### config.mk
export PLATFORM = sky130hd
export DESIGN_NAME = ctrl_sequencer
export DESIGN_NICKNAME = d
export VERILOG_FILES = /design/src/rtl/ctrl_sequencer.sv
export SDC_FILE = /design/constraint.sdc
export NUM_CORES = 1
export LEC_CHECK = 0
export CAP_MARGIN = 20
export CORE_MARGIN = 4
export CORE_UTILIZATION = 25
export CTS_CLUSTER_SIZE = 8
export DETAILED_ROUTE_END_ITERATION = 12
export GPL_TIMING_DRIVEN = 1
export SETUP_SLACK_MARGIN = 0.15
export SKIP_CTS_REPAIR_TIMING = 1
export SLEW_MARGIN = 10
export SYNTH_ARGS = -nofsm -noshare
export SYNTH_HDL_FRONTEND = slang
export SYNTH_SLANG_ARGS = --single-unit
### constraint.sdc
create_clock -name clk -period 1.7 [get_ports clk]
set_clock_uncertainty 0.15 [all_clocks]
set_input_delay 0.17 -clock clk [delete_from_list [all_inputs] [get_ports clk]]
set_output_delay 0.17 -clock clk [all_outputs]
set_load 0.02 [all_outputs]
### src/rtl/ctrl_sequencer.sv
// Multi-cycle control unit for the Tiny CPU: sequences fetch/decode/execute
// and drives IR, PC, accumulator/ALU and data-memory strobes.
//
// state  | meaning
// IDLE   | waiting for run, no strobes
// FETCH  | ir_load for one cycle
// DECODE | latch opcode and operand
// EXEC   | perform instruction or issue memory read
// MEM    | consume memory read data into accumulator
// HALT   | stopped until reset (HLT or trapped reserved opcode)
module ctrl_sequencer #(
  parameter int OPCODE_W     = 4,
  parameter int DATA_W       = 8,
  parameter bit TRAP_ILLEGAL = 1'b0
) (
  input  logic                clk,
  input  logic                rst_n,
  input  logic                run,
  input  logic [OPCODE_W-1:0] instruction,
  input  logic [DATA_W-1:0]   data,
  input  logic                zero_flag,
  input  logic                carry_flag,
  output logic                ir_load,
  output logic                pc_inc,
  output logic                pc_load,
  output logic [DATA_W-1:0]   pc_target,
  output logic [DATA_W-1:0]   mem_addr,
  output logic                mem_rd,
  output logic                mem_wr,
  output logic [2:0]          alu_op,
  output logic                alu_src_imm,
  output logic                acc_load,
  output logic                halted,
  output logic                illegal_op,
  output logic [2:0]          state
);

  localparam logic [2:0] S_IDLE   = 3'd0;
  localparam logic [2:0] S_FETCH  = 3'd1;
  localparam logic [2:0] S_DECODE = 3'd2;
  localparam logic [2:0] S_EXEC   = 3'd3;
  localparam logic [2:0] S_MEM    = 3'd4;
  localparam logic [2:0] S_HALT   = 3'd6;

  localparam logic [3:0] OP_NOP  = 4'h0;
  localparam logic [3:0] OP_LDI  = 4'h1;
  localparam logic [3:0] OP_LDA  = 4'h2;
  localparam logic [3:0] OP_STA  = 4'h3;
  localparam logic [3:0] OP_ADD  = 4'h4;
  localparam logic [3:0] OP_SUB  = 4'h5;
  localparam logic [3:0] OP_AND  = 4'h6;
  localparam logic [3:0] OP_OR   = 4'h7;
  localparam logic [3:0] OP_ADDI = 4'h8;
  localparam logic [3:0] OP_SUBI = 4'h9;
  localparam logic [3:0] OP_JMP  = 4'hA;
  localparam logic [3:0] OP_JZ   = 4'hB;
  localparam logic [3:0] OP_JC   = 4'hC;
  localparam logic [3:0] OP_NOT  = 4'hD;
  localparam logic [3:0] OP_RSV  = 4'hE;
  localparam logic [3:0] OP_HLT  = 4'hF;

  localparam logic [2:0] ALU_PASSB = 3'b000;
  localparam logic [2:0] ALU_ADD   = 3'b001;
  localparam logic [2:0] ALU_SUB   = 3'b010;
  localparam logic [2:0] ALU_AND   = 3'b011;
  localparam logic [2:0] ALU_OR    = 3'b100;
  localparam logic [2:0] ALU_NOTA  = 3'b101;

  logic [2:0]          state_q, state_d;
  logic [OPCODE_W-1:0] op_q, op_d;
  logic [DATA_W-1:0]   data_q, data_d;
  logic                illegal_q, illegal_d;
  logic [2:0]          boundary_state;

  // run is only sampled at an instruction boundary
  assign boundary_state = run ? S_FETCH : S_IDLE;

  always_comb begin
    state_d   = state_q;
    op_d      = op_q;
    data_d    = data_q;
    illegal_d = illegal_q;
    case (state_q)
      S_IDLE:   if (run) state_d = S_FETCH;
      S_FETCH:  state_d = S_DECODE;
      S_DECODE: begin
        op_d    = instruction;
        data_d  = data;
        state_d = S_EXEC;
      end
      S_EXEC: begin
        case (op_q)
          OP_LDA, OP_ADD, OP_SUB, OP_AND, OP_OR: state_d = S_MEM;
          OP_HLT: state_d = S_HALT;
          OP_RSV: begin
            if (TRAP_ILLEGAL) begin
              state_d   = S_HALT;
              illegal_d = 1'b1;
            end else begin
              state_d = boundary_state;
            end
          end
          default: state_d = boundary_state;
        endcase
      end
      S_MEM:   state_d = boundary_state;
      S_HALT:  state_d = S_HALT;
      default: state_d = S_IDLE;
    endcase
  end

  always_ff @(posedge clk or negedge rst_n) begin
    if (!rst_n) begin
      state_q   <= S_IDLE;
      op_q      <= '0;
      data_q    <= '0;
      illegal_q <= 1'b0;
    end else begin
      state_q   <= state_d;
      op_q      <= op_d;
      data_q    <= data_d;
      illegal_q <= illegal_d;
    end
  end

  always_comb begin
    ir_load     = 1'b0;
    pc_inc      = 1'b0;
    pc_load     = 1'b0;
    mem_rd      = 1'b0;
    mem_wr      = 1'b0;
    alu_op      = ALU_PASSB;
    alu_src_imm = 1'b0;
    acc_load    = 1'b0;
    case (state_q)
      S_FETCH: ir_load = 1'b1;
      S_EXEC: begin
        case (op_q)
          OP_NOP: pc_inc = 1'b1;
          OP_LDI: begin
            alu_op      = ALU_PASSB;
            alu_src_imm = 1'b1;
            acc_load    = 1'b1;
            pc_inc      = 1'b1;
          end
          OP_LDA, OP_ADD, OP_SUB, OP_AND, OP_OR: mem_rd = 1'b1;
          OP_STA: begin
            mem_wr = 1'b1;
            pc_inc = 1'b1;
          end
          OP_ADDI, OP_SUBI: begin
            alu_op      = (op_q == OP_ADDI) ? ALU_ADD : ALU_SUB;
            alu_src_imm = 1'b1;
            acc_load    = 1'b1;
            pc_inc      = 1'b1;
          end
          OP_JMP: pc_load = 1'b1;
          OP_JZ: begin
            pc_load = zero_flag;
            pc_inc  = !zero_flag;
          end
          OP_JC: begin
            pc_load = carry_flag;
            pc_inc  = !carry_flag;
          end
          OP_NOT: begin
            alu_op   = ALU_NOTA;
            acc_load = 1'b1;
            pc_inc   = 1'b1;
          end
          OP_RSV: pc_inc = !TRAP_ILLEGAL;
          default: ;
        endcase
      end
      S_MEM: begin
        mem_rd   = 1'b1;
        acc_load = 1'b1;
        pc_inc   = 1'b1;
        case (op_q)
          OP_ADD:  alu_op = ALU_ADD;
          OP_SUB:  alu_op = ALU_SUB;
          OP_AND:  alu_op = ALU_AND;
          OP_OR:   alu_op = ALU_OR;
          default: alu_op = ALU_PASSB;
        endcase
      end
      default: ;
    endcase
  end

  assign pc_target  = data_q;
  assign mem_addr   = data_q;
  assign halted     = (state_q == S_HALT);
  assign illegal_op = illegal_q;
  assign state      = state_q;

endmodule

; Yosys cells after proc, flatten, opt, wreduce, memory -nomap -nowiden
; Cells that the tools add are included.
[classes]
eq_ne = 21
n_mux = 21
reduce_logical = 9
[ops]
columns = operator, count
row1 = "4-bit equality test, second input constant", 8
row2 = 3-bit case mux with 2 select lines, 3
row3 = 3-bit case mux with 6 select lines, 1
row4 = "4-bit by 3-bit equality test with 1-bit output, second input constant", 4
row5 = 3-bit case mux with 4 select lines, 1
row6 = 1-bit two-way mux, 9
row7 = "4-bit by 2-bit equality test with 1-bit output, second input constant", 2
row8 = 7-bit OR reduction, 1
row9 = "3-bit by 2-bit equality test with 1-bit output, second input constant", 2
row10 = "3-bit equality test, second input constant", 2
row11 = 1-bit case mux with 2 select lines, 3
row12 = 1-bit case mux with 3 select lines, 2
row13 = 5-bit OR reduction, 1
row14 = "4-bit by 1-bit equality test with 1-bit output, second input constant", 1
row15 = 4-bit logical NOT, 1
row16 = 4-bit OR reduction, 1
row17 = "3-bit by 1-bit equality test with 1-bit output, second input constant", 1
row18 = 3-bit logical NOT, 1
row19 = 3-bit two-way mux, 1
row20 = 3-bit OR reduction, 1
row21 = 1-bit logical NOT, 2
row22 = 2-bit two-way mux, 1
row23 = "2-bit inequality test, second input constant", 1
row24 = 2-bit OR reduction, 1
[word_totals]
wordCells = 54
regBits = 15
inputBits = 17

; Longest topological paths before layout
; Gate-level depths: netlist of run 1.
[depth]
word_depth = 4
depth_mapped = 5
ltp_nobuf = 4

; Least setup slack after synthesis of run 1
; Ideal clock, no wire load.
[synth_path]
kind = register to output
from = register state_q[0], in the netlist state[0]
to = output port alu_op[2]
arrival_time_ns = 1.724
stages_incl_launch_ff = 6
n_path_buf = 1
slack_ns = -0.344
path_cell_list = dfrtp_1 -> buf_6 -> or3b_4 -> nor3b_1 -> a21oi_1 -> nor3_1
[synth_via]
elab_chain_cells = 2
[synth_rtl]
columns = item, line_no
row1 = from (decl), 69  ; logic [2:0] state_q, state_d;
row2 = from (signal assigned), 119  ; state_q <= state_d;
row3 = 3-bit equality test / 3-bit by 2-bit equality test with 1-bit output (equally long branches), 135  ; case (state_q)
row4 = 3-bit case mux with 2 select lines (*), 135
row5 = to (decl), 30  ; output logic [2:0] alu_op,
; Mark *: on every way between the ends. The rest lies on a longest branch, timed or not.

; Worst setup path after layout of run 1
[layout_path]
from = register state_q[0], in the netlist state[0]
to = output port alu_op[1]
; The elaborated chain is that of the path after synthesis.

==> metrics.txt, run 1 <==
Finished Core Util=52.01%; clk slew on worst S/H paths=0.09 ns; TritonCTS Buffers=3; warnings from Yosys=0; Placed Cells=191; hpwl dp=1971 um; Pwr Total=3.730 mW; ratio of cells with drive above 1 in the final layout=48.37%; Leakage=0.9425 nW; hold crit path type=in -> async; CTS tree=built; failing checks=negative setup slack; Final Cycle Share=120.8%; worst skew pair latency=0.27 ns; I/O pins=48; Final ANT Viol Nets=0; Mapped Area=910.9 um2; setup slack after layout=-0.3541 ns; DR vias=891; register bit total from synthesis=15; initial antenna violation count=0; Synth Net Count=108; final std cells w/o fill=199; cell row count=21; Die H=68.36 um; fin. max-slew vios=0; first-pass GRT wire length=4043 um; worst-path maximum fanout=4; Max Cap Viol=0; Fmax=0.4868 GHz; largest net degree at the start of global routing=16; antenna cells=0; Mapped Cells=91; Core ar.=0.003416 mm2; Nets=171; type of destination of the critical path=output port; design area=0.001777 mm2; Place WS=-0.5262 ns; crit path DAT=1.73 ns; CP Launch Type=register; post-synthesis sequential area ratio=41.21%; Avg Vias per Cell=4.477; # setup viols final=9; Top Layer Used=met4; PortBufs=46; ys async rst share=100.0%; TNS Setup=-2.312 ns; gr usage total=11.19%; total die area=0.004673 mm2; DRT Wirelength=2553 um; number of synthesized flops with an enable pin=0; clock buffer depth=2; final hold violation count=0; status=finished, violations left; Mapped Avg Cell Area=10.01 um2; global route total overflow=0; drt initial violations=16; DRT met1 WL=1054 um; worst vdd ir=1.065 mV; DR pass1 iterations=4; hold slack=0.04691 ns; RSZ-0062 raised after global routing=true; DR DRC count=0; Area Overhead vs Synth=95.05%; power per standard cell area=2099 mW/mm2; DIE WIDTH=68.36 um; clk sinks=15; min Tclk post-route=2.054 ns; main flop type after synthesis=dfrtp_1; average wire per standard cell=12.83 um; metal2 WL=1275 um; metal3 WL=211 um; H-tree depth=1; post-place instance area=0.001568 mm2; critical path class=reg -> out; gpl congestion=0.7468; Initial Util=26.67%; number of global-route vias before repair=951; CP Data Required Time=1.38 ns; Synth cell types=32; clock root cell=clkbuf_4
-- path summary, 6_finish.rpt --
kind / start / endpoint / slack, ns / depth (start not counted)
hold reg to reg: mem_addr[3]$_DFFE_PN0P_ / mem_addr[3]$_DFFE_PN0P_ / 0.39 / 1
setup reg to reg: state[2]$_DFFE_PN0P_ / op_q[0]$_DFFE_PN0P_ / 0.10 / 7
setup / recovery: state[0]$_DFFE_PN0P_ / alu_op[1] / -0.35 / 4
max in group asynchronous: rst_n / op_q[0]$_DFFE_PN0P_ / 1.16 / 2
hold / removal: rst_n / mem_addr[1]$_DFFE_PN0P_ / 0.05 / 2
min in group clk: data[1] / mem_addr[1]$_DFFE_PN0P_ / 0.36 / 2
-- cells in the mapped netlist, types with 2 or more instances --
library cell / number / area [um2]
clkbuf_1: 2 / 7.510
inv_1: 3 / 11.26
o31ai_1: 2 / 15.01
buf_4: 9 / 67.56
a21oi_1: 6 / 30.03
nor3b_1: 4 / 30.03
o21ai_2: 2 / 17.52
dfrtp_1: 15 / 375.4
nand2_1: 7 / 26.28
nor2_1: 6 / 22.52
buf_2: 3 / 15.01
mux2_2: 12 / 135.1
-- worst max-delay path, cell delays in order (launching register included) --
cell and delay, ns:
dfrtp_2 0.41, or3b_4 0.41, or3_4 0.37, o21ai_4 0.13, buf_6 0.13
-- registers in the layout, indices dropped and copies added (netlist names) --
signal,flops
mem_addr,8
state,3
op_q,4
-- placed cells by master, fill, tap and decap left out, types with 2 or more instances in the layout --
master and instances:
a21oi_1 6, buf_4 26, buf_6 10, clkbuf_4 3
clkdlybuf4s50_1 16, dfrtp_1 12, dfrtp_2 3, dlymetal6s2s_1 19
inv_4 2, mux2_4 12, nand2_1 6, nor2_1 4
nor3b_2 2, o21ai_4 2
-- report_power, final --
group / switching (mW) / internal [mW]
clock: 0.102 / 0.0908
sequential: 0.178 / 0.554
combinational: 1.28 / 1.52
total: 1.56 / 2.17
-- kinds of logic after synthesis --
family	synth area share, %
buffers and inverters	12.36
multiplexers	14.84
flip-flops	41.21
AO/OA/AOI/OAI	13.05
AND/OR/NAND/NOR	17.17
XOR/XNOR	0.9617
other	0.4117
-- routing by layer --
| metal | vias to the layer above | track usage (%) |
|---|---|---|
| met5 | - | 0 |
| met4 | 0 | 3.722 |
| met3 | 2 | 3.777 |
| met2 | 33 | 19.49 |
| met1 | 421 | 12.71 |
| li1 | 435 | - |
-- final cells by class --
| class | instances | area, um2 |
|---|---|---|
| fillers | 314 | 1639 |
| multi-input cells | 58 | 571.8 |
| well taps | 46 | 57.56 |
| repair buffers | 73 | 725.7 |
| clock buffers | 4 | 26.28 |
| inverters | 3 | 16.27 |
| flip-flops and latches | 15 | 379.1 |
No activity file was read; power rests on OpenSTA's default activity.
==> inputs of run 2 (changes only) <==
- SKIP_CTS_REPAIR_TIMING: 1 -> not set
==> run 2 against run 1 <==
Worst setup slack got worse by 0.0060 ns. Clock power barely moved. Critical path type unchanged. The run still ends with negative setup slack left. Critical path depth rose by 2. Design area increased by 1.9%. Sequential share of layout area is 0.40 points lower.
==> metrics.txt, run 2 (synthesis gave the netlist of run 1 again) <==
cell row count=21; Core ar.=0.003416 mm2; RSZ-0062 raised after global routing=true; Fmax=0.4854 GHz; clk sinks=15; DRT Wirelength=2669 um; setup slack after layout=-0.3601 ns; largest net degree at the start of global routing=16; Final Cycle Share=121.2%; DR vias=928; Leakage=0.8436 nW; DIE WIDTH=68.36 um; Avg Vias per Cell=4.462; min Tclk post-route=2.060 ns; Die H=68.36 um; status=finished, violations left; critical path class=reg -> out; commonest non-fill, non-tap cell in the layout=buf_4; drt initial violations=11; global route total overflow=0; multi-input logic area=588.1 um2; design area=0.001810 mm2; final hold violation count=0; power per standard cell area=2126 mW/mm2; Initial Util=26.67%; hold crit path type=in -> async; Reg area=379.1 um2; hpwl dp=1971 um; failing checks=negative setup slack; worst vdd ir=1.057 mV; antenna cells=0; most frequent cells in the layout=buf_4, buf_6, dlygate4sd2_1; PortBufs=46; initial antenna violation count=0; type of destination of the critical path=output port; post-place instance area=0.001568 mm2; number of global-route vias before repair=1056; fillers=323; total die area=0.004673 mm2; first-pass GRT wire length=4588 um; gr usage total=12.77%; CP Data Required Time=1.38 ns; CTS tree=built; DR pass1 iterations=4; Nets=180; I/O pins=48; Max Cap Viol=0; clock root cell=clkbuf_4; Final ANT Viol Nets=0; Area Overhead vs Synth=98.76%; TNS Setup=-2.697 ns; average wire per standard cell=12.83 um; Pwr Total=3.850 mW; TritonCTS Buffers=3; CP Launch Type=register; H-tree depth=1; clock buffer depth=2; cts hold-fix bufs=0; fin. max-slew vios=0; DR DRC count=0; crit path DAT=1.74 ns; clk slew on worst S/H paths=0.09 ns; ratio of cells with drive above 1 in the final layout=54.32%; gpl congestion=0.7468; max reg flops=8; worst-path maximum fanout=3; worst skew pair latency=0.27 ns; worst reg-to-reg setup slack=-0.06 ns; # setup viols final=12
## run 2: cell types whose count changed in the layout (fill, tap and decap cells not counted), sizes merged
cell          before  now
buf               38   49
dlygate4sd2        0   17
dlymetal6s2s      19    0
## run 2: cell type report
class / count / area share (%)
clock buffer: 4 / 1.451
tap: 46 / 3.179
multi-input combinational: 58 / 32.48
inverter: 3 / 0.7602
timing repair buffer: 82 / 41.19
sequential: 15 / 20.94
## run 2: power by group
part | internal, mW | switching, mW | total (mW)
registers | 0.555 | 0.178 | 0.733
logic | 1.57 | 1.35 | 2.93
clock network | 0.0908 | 0.101 | 0.192
## run 2: worst paths after layout
kind,start,to,cells after the start
setup / recovery,state[0]$_DFFE_PN0P_,alu_op[2],6
hold / removal,rst_n,mem_addr[2]$_DFFE_PN0P_,2
setup reg to reg,state[0]$_DFFE_PN0P_,state[2]$_DFFE_PN0P_,10
hold reg to reg,mem_addr[3]$_DFFE_PN0P_,mem_addr[3]$_DFFE_PN0P_,1
max in group asynchronous,rst_n,op_q[0]$_DFFE_PN0P_,2
min in group clk,data[1],mem_addr[1]$_DFFE_PN0P_,2
## run 2: timing repair
item,CTS,global route
gates resized for setup,120,15
setup endpoints to repair,42,25
setup buffers,11,2
pin swaps,4,3
## run 2: worst max-delay path: stages (launching register included)
cell     delay (ns)
dfrtp_2        0.42
or3b_4         0.41
buf_4          0.15
nor3b_2        0.15
a21oi_1        0.07
nor3_2         0.11
buf_4          0.16
## run 2: metrics by stage
step	utilization, %	setup WS (ns)	instances	hold WS (ns)
3_3_place_gp	45.90	-0.5144	191	0.3491
2_1_floorplan	-	-0.1884	91	-0.2756
4_1_cts	51.28	-0.3566	206	0.04127
5_1_grt	53.00	-0.4383	208	0.05086
3_5_place_dp	45.90	-0.5262	191	0.3511
6_report	53.00	-0.3601	208	0.04779
## run 2: routing by layer
layer,track usage (%),up-vias,wire [um]
met3,3.941,2,189
met2,22.02,31,1347
met4,4.218,0,11
li1,-,452,-
met1,14.91,443,1120
met5,0,-,0
==> inputs of run 3 (changes only) <==
- RECOVER_POWER: not set -> 25
==> run 3 against run 2 <==
The flow still finishes with violations (negative setup slack). Utilization is 0.11 points lower. Hold slack better by 0.29 ns. Via count stayed put. Clock power hardly changed. Global-route usage stayed put. Worst setup slack stayed put. First-iteration DRC count is 64% higher. Sequential power hardly changed. Critical path depth stayed put. Critical endpoint unchanged. Register-to-register slack hardly changed. Final cell count stayed put. Count of clock-buffer cells in the layout stayed put.
==> metrics.txt, run 3 (synthesis gave the netlist of run 1 again) <==
setup slack after layout=-0.3601 ns; worst skew pair latency=0.27 ns; Int Pwr=2.215 mW; Die H=68.36 um; gpl congestion=0.7468; Reg area=379.1 um2; clk slew on worst S/H paths=0.09 ns; critical path class=reg -> out; CTS tree=built; Area Overhead vs Synth=98.35%; DIE WIDTH=68.36 um; Avg Vias per Cell=4.462; TNS Setup=-2.697 ns; global route total overflow=0; power per standard cell area=2130 mW/mm2; clock root cell=clkbuf_4; drt initial violations=18; Slowest cell on crit path=dfrtp_2; crit path DAT=1.74 ns; Fmax=0.4854 GHz; fillers=322; fin. max-slew vios=0; switching power=1.633 mW; commonest non-fill, non-tap cell in the layout=buf_4; Bufs and invs on worst path=2; Initial Util=26.67%; status=finished, violations left; worst vdd ir=1.057 mV; DR DRC count=0; I/O pins=48; Nets=180; min Tclk post-route=2.060 ns; DR pass1 iterations=4; failing checks=negative setup slack; gr usage total=12.77%; Net Sw Frac=42.44%; cell row count=21; DR vias=928; multi-input logic area=588.1 um2; RSZ-0062 raised after global routing=true; PortBufs=46; Leakage=0.8402 nW; Crit path max-delay family=simple AND/OR/NAND/NOR gates; number of global-route vias before repair=1056; ratio of cells with drive above 1 in the final layout=53.70%; type of destination of the critical path=output port; final hold violation count=0; most frequent cells in the layout=buf_4, buf_6, dlygate4sd2_1; Slew @ Worst Pin=0.7940 ns; CP Launch Type=register; max incr delay on CP=0.42 ns; antenna cells=0; initial antenna violation count=0; # setup viols final=12; hpwl dp=1971 um; CP Data Required Time=1.38 ns; Final Cycle Share=121.2%; Clk network pwr share=5.0%; TritonCTS Buffers=3; Sequential Power Share=19.0%; worst rel slew slack=47.07%; Place WS=-0.5262 ns; max reg flops=8; worst-path maximum fanout=3; clk sinks=15; Worst path most repeated cell=buf_4; combinational share of power=76.0%; total die area=0.004673 mm2; clock buffer depth=2; cell chain of the critical path=or3b_4 > buf_4 > nor3b_2 > a21oi_1 > nor3_2 > buf_4; hold crit path type=in -> async; DRT Wirelength=2669 um; largest net degree at the start of global routing=16; Max Cap Viol=0; Core ar.=0.003416 mm2; average wire per standard cell=12.83 um; first-pass GRT wire length=4588 um; Final ANT Viol Nets=0; H-tree depth=1
[run 3: power by group through the flow]
stage	registers (mW)	logic, mW	clock network, mW
finish	0.733	2.92	0.192
global route	0.764	3.14	0.222
global placement	0.712	2.43	0
detailed placement	0.717	2.47	0
floorplan	0.856	1.35	0
CTS	0.726	2.79	0.204
[run 3: area by class of cell]
type	instances	area share, %
timing repair buffer	82	41.07
multi-input combinational	58	32.55
sequential	15	20.98
tap	46	3.186
clock buffer	4	1.454
inverter	3	0.7618
[run 3: through the flow]
| stage | instances | instance area [um2] | total power [mW] | utilization [%] | hold slack, ns |
|---|---|---|---|---|---|
| floorplan | 91 | 988.4 | 2.203 | - | -0.2756 |
| global placement | 191 | 1568 | 3.145 | 45.90 | 0.3491 |
| detailed placement | 191 | 1568 | 3.190 | 45.90 | 0.3511 |
| CTS | 206 | 1752 | 3.716 | 51.28 | 0.04127 |
| global route | 208 | 1807 | 4.124 | 52.89 | 0.3370 |
| finish | 208 | 1807 | 3.848 | 52.89 | 0.3328 |
[run 3: what timing repair did]
item                                    CTS  global route
hold buffers                              0             0
gates resized for setup                 120            15
endpoints found under the setup margin   42            25
pin swaps                                 4             3
setup buffers                            11             2
[run 3: final timing paths]
check / cells after the start / from / end / slack, ns
max: 6 / state[0]$_DFFE_PN0P_ / alu_op[2] / -0.36
min: 2 / rst_n / mem_addr[2]$_DFFE_PN0P_ / 0.33
max reg2reg: 10 / state[0]$_DFFE_PN0P_ / state[2]$_DFFE_PN0P_ / -0.06
min reg2reg: 1 / mem_addr[3]$_DFFE_PN0P_ / mem_addr[3]$_DFFE_PN0P_ / 0.39
max in group asynchronous: 2 / rst_n / op_q[0]$_DFFE_PN0P_ / 0.52
min in group clk: 2 / data[1] / mem_addr[1]$_DFFE_PN0P_ / 0.36
[run 3: metal layers]
| layer | global-route usage [%] | up-vias | share of wire, % |
|---|---|---|---|
| met3 | 3.941 | 2 | 7.1 |
| li1 | - | 452 | - |
| met1 | 14.91 | 443 | 42 |
| met4 | 4.218 | 0 | 0.41 |
| met5 | 0 | - | 0 |
| met2 | 22.02 | 31 | 50 |
